[src/rtl/lb_fifo_pkg.sv]
// -----------------------------------------------------------------------------
// lb_fifo_pkg
// Shared definitions for the local-bus FIFO slave: register offsets, STATUS
// bit positions, CTRL bit positions, the default read value for unmapped
// offsets, a register-decode enum and two small helper functions.
// No ports (package).
// -----------------------------------------------------------------------------
package lb_fifo_pkg;

  // Register offsets on lb_addr[7:0]
  localparam logic [7:0] OFF_DATA   = 8'h00;
  localparam logic [7:0] OFF_STATUS = 8'h04;
  localparam logic [7:0] OFF_CTRL   = 8'h08;
  localparam logic [7:0] OFF_THRESH = 8'h0C;

  // STATUS layout: [15:0] level, then the flag bits below
  localparam int STAT_EMPTY_BIT = 16;
  localparam int STAT_FULL_BIT  = 17;
  localparam int STAT_OVF_BIT   = 18;

  // CTRL layout
  localparam int CTRL_FLUSH_BIT   = 0;
  localparam int CTRL_CLR_OVF_BIT = 1;

  // Value returned for reads of unmapped offsets
  localparam logic [31:0] RD_DEFAULT = 32'hDEADBEEF;

  typedef enum logic [2:0] {
    REG_DATA,
    REG_STATUS,
    REG_CTRL,
    REG_THRESH,
    REG_NONE
  } reg_sel_e;

  function automatic reg_sel_e decode_off(input logic [7:0] off);
    case (off)
      OFF_DATA:   return REG_DATA;
      OFF_STATUS: return REG_STATUS;
      OFF_CTRL:   return REG_CTRL;
      OFF_THRESH: return REG_THRESH;
      default:    return REG_NONE;
    endcase
  endfunction

  function automatic logic [31:0] pack_status(input logic [15:0] level,
                                              input logic        empty,
                                              input logic        full,
                                              input logic        ovf);
    logic [31:0] s;
    s                 = '0;
    s[15:0]           = level;
    s[STAT_EMPTY_BIT] = empty;
    s[STAT_FULL_BIT]  = full;
    s[STAT_OVF_BIT]   = ovf;
    return s;
  endfunction

endpackage

[src/rtl/lb_fifo_ram.sv]
// -----------------------------------------------------------------------------
// lb_fifo_ram
// Simple dual-port memory: one synchronous write port, one read port with a
// one-cycle registered read. A read and a write to the same address in the
// same cycle return the old contents. Contents are not reset.
// Ports:
//   clk_i   - clock
//   we_i    - write enable
//   waddr_i - write address
//   wdata_i - write data
//   raddr_i - read address (sampled every cycle)
//   rdata_o - registered read data, valid the cycle after raddr_i
// -----------------------------------------------------------------------------
module lb_fifo_ram #(
  parameter int AW = 4,
  parameter int DW = 32
) (
  input  logic          clk_i,
  input  logic          we_i,
  input  logic [AW-1:0] waddr_i,
  input  logic [DW-1:0] wdata_i,
  input  logic [AW-1:0] raddr_i,
  output logic [DW-1:0] rdata_o
);

  logic [DW-1:0] mem_q [0:(1<<AW)-1];
  logic [DW-1:0] rdata_q;

  always_ff @(posedge clk_i) begin
    if (we_i) begin
      mem_q[waddr_i] <= wdata_i;
    end
    rdata_q <= mem_q[raddr_i];
  end

  assign rdata_o = rdata_q;

endmodule

[src/rtl/lb_fifo_slave.sv]
// -----------------------------------------------------------------------------
// lb_fifo_slave
// Local-bus slave fronting a 32-bit first-word-fall-through FIFO. The bus
// pushes words through the DATA register; the fabric pops them from dout.
// Registers (offset on lb_addr[7:0], block selected by lb_addr[31:8]):
//   0x00 DATA   W: push, R: head word (no pop)
//   0x04 STATUS R: [15:0] level, [16] empty, [17] full, [18] overflow (sticky)
//   0x08 CTRL   W: bit0 flush, bit1 clear overflow; reads 0
//   0x0C THRESH R/W [15:0] interrupt level threshold
//   other       reads 32'hDEADBEEF, writes ignored
// Optional feature: define LB_FIFO_IRQ_EN to build the THRESH register and the
// registered irq output; otherwise irq is 0 and THRESH reads 0.
// Ports:
//   clk_lb     - clock for all logic
//   reset_n    - asynchronous active-low reset
//   lb_wr      - one-cycle write strobe
//   lb_rd      - one-cycle read strobe
//   lb_addr    - byte address
//   lb_wr_d    - write data
//   lb_rd_d    - read data, zero unless lb_rd_rdy (OR-combinable)
//   lb_rd_rdy  - read data valid, one cycle after a selected lb_rd
//   dout       - FIFO head word
//   dout_valid - FIFO not empty
//   dout_ready - fabric pop request
//   irq        - level >= THRESH (THRESH != 0) interrupt
// -----------------------------------------------------------------------------
module lb_fifo_slave
  import lb_fifo_pkg::*;
#(
  parameter logic [23:0] BASE_ADDR  = 24'h000001,
  parameter int          DEPTH_LOG2 = 4
) (
  input  logic        clk_lb,
  input  logic        reset_n,
  input  logic        lb_wr,
  input  logic        lb_rd,
  input  logic [31:0] lb_addr,
  input  logic [31:0] lb_wr_d,
  output logic [31:0] lb_rd_d,
  output logic        lb_rd_rdy,
  output logic [31:0] dout,
  output logic        dout_valid,
  input  logic        dout_ready,
  output logic        irq
);

  localparam int DEPTH = 1 << DEPTH_LOG2;
  localparam int LW    = DEPTH_LOG2 + 1;

  // ---------------------------------------------------------------------------
  // Address decode
  // ---------------------------------------------------------------------------
  logic     sel;
  reg_sel_e reg_sel;

  assign sel     = (lb_addr[31:8] == BASE_ADDR);
  assign reg_sel = decode_off(lb_addr[7:0]);

  logic push_req, ctrl_wr, flush, ovf_clr;

  assign push_req = lb_wr && sel && (reg_sel == REG_DATA);
  assign ctrl_wr  = lb_wr && sel && (reg_sel == REG_CTRL);
  assign flush    = ctrl_wr && lb_wr_d[CTRL_FLUSH_BIT];
  assign ovf_clr  = ctrl_wr && lb_wr_d[CTRL_CLR_OVF_BIT];

  // ---------------------------------------------------------------------------
  // FIFO state
  // ---------------------------------------------------------------------------
  logic [DEPTH_LOG2-1:0] wr_ptr_q, wr_ptr_d;
  logic [DEPTH_LOG2-1:0] rd_ptr_q, rd_ptr_d;
  logic [LW-1:0]         level_q, level_d;
  logic                  ovf_q, ovf_d;
  logic                  byp_sel_q, byp_sel_d;
  logic [31:0]           byp_data_q, byp_data_d;
  logic [31:0]           ram_rdata;

  logic full, empty, push_ok, ovf_set, pop;

  assign full    = (level_q == LW'(DEPTH));
  assign empty   = (level_q == '0);
  // A push while full is dropped even if a pop happens in the same cycle.
  assign push_ok = push_req && !full;
  assign ovf_set = push_req && full;

  // Fabric handshake: dout/dout_valid are held stable until taken; a word is
  // consumed on any rising clk_lb edge where dout_valid=1 and dout_ready=1.
  assign dout_valid = !empty;
  assign pop        = dout_valid && dout_ready;

  // The RAM read port is always addressed with the next head pointer, so its
  // registered output is the head word one cycle later. When the word being
  // written this cycle becomes that head, the RAM would return stale data, so
  // the write data is forwarded through a one-cycle bypass register instead.
  assign dout = byp_sel_q ? byp_data_q : ram_rdata;

  always_comb begin
    wr_ptr_d   = wr_ptr_q;
    rd_ptr_d   = rd_ptr_q;
    level_d    = level_q;
    byp_sel_d  = 1'b0;
    byp_data_d = byp_data_q;
    if (flush) begin
      // Flush wins over a same-cycle pop; discard everything stored.
      rd_ptr_d = wr_ptr_q;
      level_d  = '0;
    end else begin
      if (push_ok) wr_ptr_d = wr_ptr_q + DEPTH_LOG2'(1);
      if (pop)     rd_ptr_d = rd_ptr_q + DEPTH_LOG2'(1);
      level_d = level_q + LW'(push_ok) - LW'(pop);
      if (push_ok && (wr_ptr_q == rd_ptr_d)) begin
        byp_sel_d  = 1'b1;
        byp_data_d = lb_wr_d;
      end
    end
  end

  // Set beats clear if both ever land in the same cycle.
  always_comb begin
    ovf_d = ovf_q;
    if (ovf_clr) ovf_d = 1'b0;
    if (ovf_set) ovf_d = 1'b1;
  end

  always_ff @(posedge clk_lb or negedge reset_n) begin
    if (!reset_n) begin
      wr_ptr_q   <= '0;
      rd_ptr_q   <= '0;
      level_q    <= '0;
      ovf_q      <= 1'b0;
      byp_sel_q  <= 1'b0;
      byp_data_q <= '0;
    end else begin
      wr_ptr_q   <= wr_ptr_d;
      rd_ptr_q   <= rd_ptr_d;
      level_q    <= level_d;
      ovf_q      <= ovf_d;
      byp_sel_q  <= byp_sel_d;
      byp_data_q <= byp_data_d;
    end
  end

  lb_fifo_ram #(
    .AW (DEPTH_LOG2),
    .DW (32)
  ) u_ram (
    .clk_i   (clk_lb),
    .we_i    (push_ok),
    .waddr_i (wr_ptr_q),
    .wdata_i (lb_wr_d),
    .raddr_i (rd_ptr_d),
    .rdata_o (ram_rdata)
  );

  // ---------------------------------------------------------------------------
  // Threshold register and interrupt
  // ---------------------------------------------------------------------------
  logic [31:0] thresh_rd;

`ifdef LB_FIFO_IRQ_EN
  logic [15:0] thresh_q, thresh_d;
  logic        irq_q, irq_d;

  always_comb begin
    thresh_d = thresh_q;
    if (lb_wr && sel && (reg_sel == REG_THRESH)) thresh_d = lb_wr_d[15:0];
  end

  // Evaluated on next-state values so irq lines up with the new level.
  assign irq_d = (thresh_d != '0) && (16'(level_d) >= thresh_d);

  always_ff @(posedge clk_lb or negedge reset_n) begin
    if (!reset_n) begin
      thresh_q <= '0;
      irq_q    <= 1'b0;
    end else begin
      thresh_q <= thresh_d;
      irq_q    <= irq_d;
    end
  end

  assign thresh_rd = {16'h0000, thresh_q};
  assign irq       = irq_q;
`else
  assign thresh_rd = '0;
  assign irq       = 1'b0;
`endif

  // ---------------------------------------------------------------------------
  // Read path: registered, zero whenever not ready
  // ---------------------------------------------------------------------------
  logic [31:0] rd_val;
  logic        rd_rdy_q, rd_rdy_d;
  logic [31:0] rd_data_q, rd_data_d;

  always_comb begin
    rd_val = RD_DEFAULT;
    case (reg_sel)
      REG_DATA:   rd_val = dout_valid ? dout : '0;
      REG_STATUS: rd_val = pack_status(16'(level_q), empty, full, ovf_q);
      REG_CTRL:   rd_val = '0;
      REG_THRESH: rd_val = thresh_rd;
      default:    rd_val = RD_DEFAULT;
    endcase
  end

  assign rd_rdy_d  = lb_rd && sel;
  assign rd_data_d = rd_rdy_d ? rd_val : '0;

  always_ff @(posedge clk_lb or negedge reset_n) begin
    if (!reset_n) begin
      rd_rdy_q  <= 1'b0;
      rd_data_q <= '0;
    end else begin
      rd_rdy_q  <= rd_rdy_d;
      rd_data_q <= rd_data_d;
    end
  end

  assign lb_rd_rdy = rd_rdy_q;
  assign lb_rd_d   = rd_data_q;

endmodule

[config.mk]
export PLATFORM = sky130hd
export DESIGN_NAME = lb_fifo_slave
export DESIGN_NICKNAME = d
export VERILOG_FILES = /design/src/rtl/lb_fifo_pkg.sv /design/src/rtl/lb_fifo_ram.sv /design/src/rtl/lb_fifo_slave.sv
export SDC_FILE = /design/constraint.sdc
export NUM_CORES = 1
export LEC_CHECK = 0
export ABC_AREA = 1
export CAP_MARGIN = 30
export CORE_MARGIN = 5
export CORE_UTILIZATION = 56
export CTS_CLUSTER_DIAMETER = 50
export CTS_CLUSTER_SIZE = 16
export DETAILED_ROUTE_END_ITERATION = 16
export PLACE_DENSITY_LB_ADDON = 0.3
export SLEW_MARGIN = 25
export SYNTH_ARGS = -nofsm -noshare
export SYNTH_HDL_FRONTEND = slang
export SYNTH_HIERARCHICAL = 1
export SYNTH_SLANG_ARGS = --single-unit
[constraint.sdc]
create_clock -name clk_lb -period 5.7 [get_ports clk_lb]
set_input_delay 0.57 -clock clk_lb [delete_from_list [all_inputs] [get_ports clk_lb]]
set_output_delay 0.57 -clock clk_lb [all_outputs]
set_load 0.01 [all_outputs]
==> metrics.cfg <==
[critical_path]
max_stage_delay_ps = 600
critical_path.startpoint_type = input port
slowest_stage = nand3_1
worst_setup_path_end_kind = flop
cp.required_ps = 6180
cp_max_fo = 92
crit_type = in -> reg
cpMostUsedCell = nand3_1
arrival_ps = 4340
path_cells = clkdlybuf4s50_1, or2_4, nor2_8, inv_4, nor3_2, nand3_1, nand3_1, o21ai_4, inv_6, buf_12, nand2_1, nand3_1, nand3_1, nand3_1, nand2_1

[placed_design]
dp.cells = 3258
io_buffers = 134
place_area_sq_mm = 0.02882
dp_hpwl_um = 37430
place_congestion = 0.8454

[synth]
synth_edf_count = 512
synth_ff_type = edfxtp_1
avgSynthCellArea_sq_um = 10.36
synth.most_common_cell = nand2_1
synthesis.nets = 2675
yosys-top-cells-area = edfxtp_1 (57%), nand2_1 (11%), nand3_1 (7.6%)
synth.top_cells.by_count = nand2_1 (815), edfxtp_1 (512), inv_1 (435)
netlist_area_sq_mm = 0.02690
syn_inst = 2597
synthArstFlopShare_pct = 12.82
synth.top_cell.area_share_pct = 57.16
yosysTopAreaCell = edfxtp_1
yosysSeqAreaShare_pct = 66.99
ys_types = 35
synth_warnings = 6
ys_seq_elements = 624

[power_and_ir_drop]
p_sw_share_pct = 34.55
power_switching_uw = 4385
p_int_uw = 8307
power_frac_comb_pct = 31.4
p_per_area_mw_per_mm2 = 415.8
p_clk_share_pct = 27.9
ir_drop_uv = 318.6
leakage_uw = 0.01323
total_power_uw = 12690
seq_power_share_pct = 40.7

[floorplanning]
die-width_um = 229.2
die_h_um = 229.2
coreArea_sq_mm = 0.04765
initial_core_util_pct = 56.45
die_area_sq_mm = 0.05251
io_pins = 136
rows = 80

[clocking]
path_clk_slew_ps = 70
clock_sinks = 624
clk_latency_ps = 590
cts_buffers = 52
cts_root_buf = clkbuf_16
cts_tree = done
htree_levels = 2
post_cts_resized = 0
ctsLongestPathBuffers = 3

[timing]
fin_skew_ps = 19.81
setup_viol = 0
period_needed_ps = 3861
tns_ps = 0
worst_pin_slew_ps = 1040
post-route-period-util_pct = 67.73
finalMaxSlewViolations = 0
rsz0062_at_grt = false
fmax_ghz = 0.2590
relSlewSlack_pct = 30.62
finalHoldViolations = 0

[cells_and_area]
instances_no_fill = 3356
post-route-util_pct = 64.08
drive_above_1_share_pct = 6.968
design_area_sq_mm = 0.03053
area_growth_pct = 13.51
diodes = 0
nNetsFinal = 2777

[outcome]
status = finished, final reports clean

[routing]
drt_iter0_drc = 2160
via_count = 18669
wirelength_um = 70060
wl_per_cell_um = 20.88
firstDrtPassIters = 6
antenna_left = 0
via_per_inst = 5.563
drc = 0

[worst_hold_path]
min_path_type = in -> async

[grt]
grt_pass1_wl_um = 106600
first_global_vias = 18120
grt_antenna_before_repair = 1
grt_use_total_pct = 26.38
gr-total-overflow = 0
grt_max_degree = 207

[flow_run]
drv_cap = 0

-- repair_timing --
item | in CTS | in global routing
hold buffers | 1 | 0
setup buffers | 0 | 0
endpoints found under the hold margin | 19 | 0
-- flip-flops by register name (all words and copies together) (netlist names) --
register,flops
lb_rd_d,32
u_ram/mem_q,512
lb_rd_rdy,1
level_q,5
u_ram/rdata_o,32
rd_ptr_q,4
ovf_q,1
byp_data_q,32
byp_sel_q,1
wr_ptr_q,4
-- final cells by class --
| cell class | instances | area [sq um] |
|---|---|---|
| sequential | 624 | 18020 |
| multi-input combinational | 1403 | 6513 |
| clock buffer | 75 | 1461 |
| clock inverter | 21 | 210.2 |
| tap | 615 | 769.5 |
| inverter | 441 | 1665 |
| timing repair buffer | 177 | 1892 |
| fill | 3569 | 17120 |
-- worst max-delay path, delay by kind of cell --
kind                   cells  cell delay, ps
AND/OR/NAND/NOR           10            2040
AO/OA/AOI/OAI              1             130
buffers and inverters      4            1470
-- cells in the final DEF, fill, tap and decap left out, types with 8 or more instances in the layout --
cell type	instances
a21oi_1	13
buf_12	15
buf_4	26
clkbuf_1	19
clkbuf_16	55
clkdlybuf4s50_1	133
clkinv_2	8
dfrtp_1	79
dfxtp_1	32
edfxtp_1	512
ha_1	8
inv_1	434
mux2_2	26
nand2_1	815
nand3_1	407
nand4_1	33
nor2_1	34
nor2_4	20
o21ai_0	10
-- routing by layer --
metal	GRT usage, %	up-vias	wire length (um)
li1	-	8597	-
met1	36.11	8877	27150
met2	42.49	1002	32860
met3	5.028	191	7272
met4	10.07	2	2766
met5	0	-	13
-- logic make-up after synthesis --
kind of cell	share of synthesized area, %
muxes	1.089
xor gates and xnor gates	0.1628
AOI/OAI and AO/OA	0.6978
and+or+nand+nor	21.19
buffers and inverters	9.411
other	0.01394
adders and majority gates	0.4466
DFF	66.99
-- through the flow --
| stage | hold WS [ps] | setup WS, ps |
|---|---|---|
| after floorplan | 274.4 | 2187 |
| after global placement | 457.3 | 1391 |
| after detailed placement | 462.2 | 1277 |
| after CTS | 413.7 | 1891 |
| after global routing | 453.6 | 1614 |
| final | 429.4 | 1839 |
-- final timing paths --
path                                                  end  slack [ps]                 startpoint  cells past startpoint
worst max register to register   u_ram/rdata_o[2]$_DFF_P_        2310       level_q[2]$_DFF_PN0_                     14
worst max-delay path             u_ram/rdata_o[2]$_DFF_P_        1840                 lb_addr[1]                     15
worst min register to register  byp_data_q[6]$_DFFE_PN0P_         480  byp_data_q[6]$_DFFE_PN0P_                      2
worst min-delay path                 lb_rd_d[6]$_DFF_PN0_         430                    reset_n                      2
max in group asynchronous           lb_rd_d[20]$_DFF_PN0_        4290                    reset_n                      4
min in group clk_lb             byp_data_q[6]$_DFFE_PN0P_         480  byp_data_q[6]$_DFFE_PN0P_                      2
-- power by group through the flow --
stage / sequential, uW / combinational [uW] / clock (uW)
after floorplan: 5240 / 2660 / 0
after global placement: 5260 / 3790 / 0
after detailed placement: 5270 / 3900 / 0
after CTS: 5170 / 3930 / 3590
after global routing: 5180 / 4330 / 3780
final: 5170 / 3980 / 3540
(Power assumes the default switching activity.)
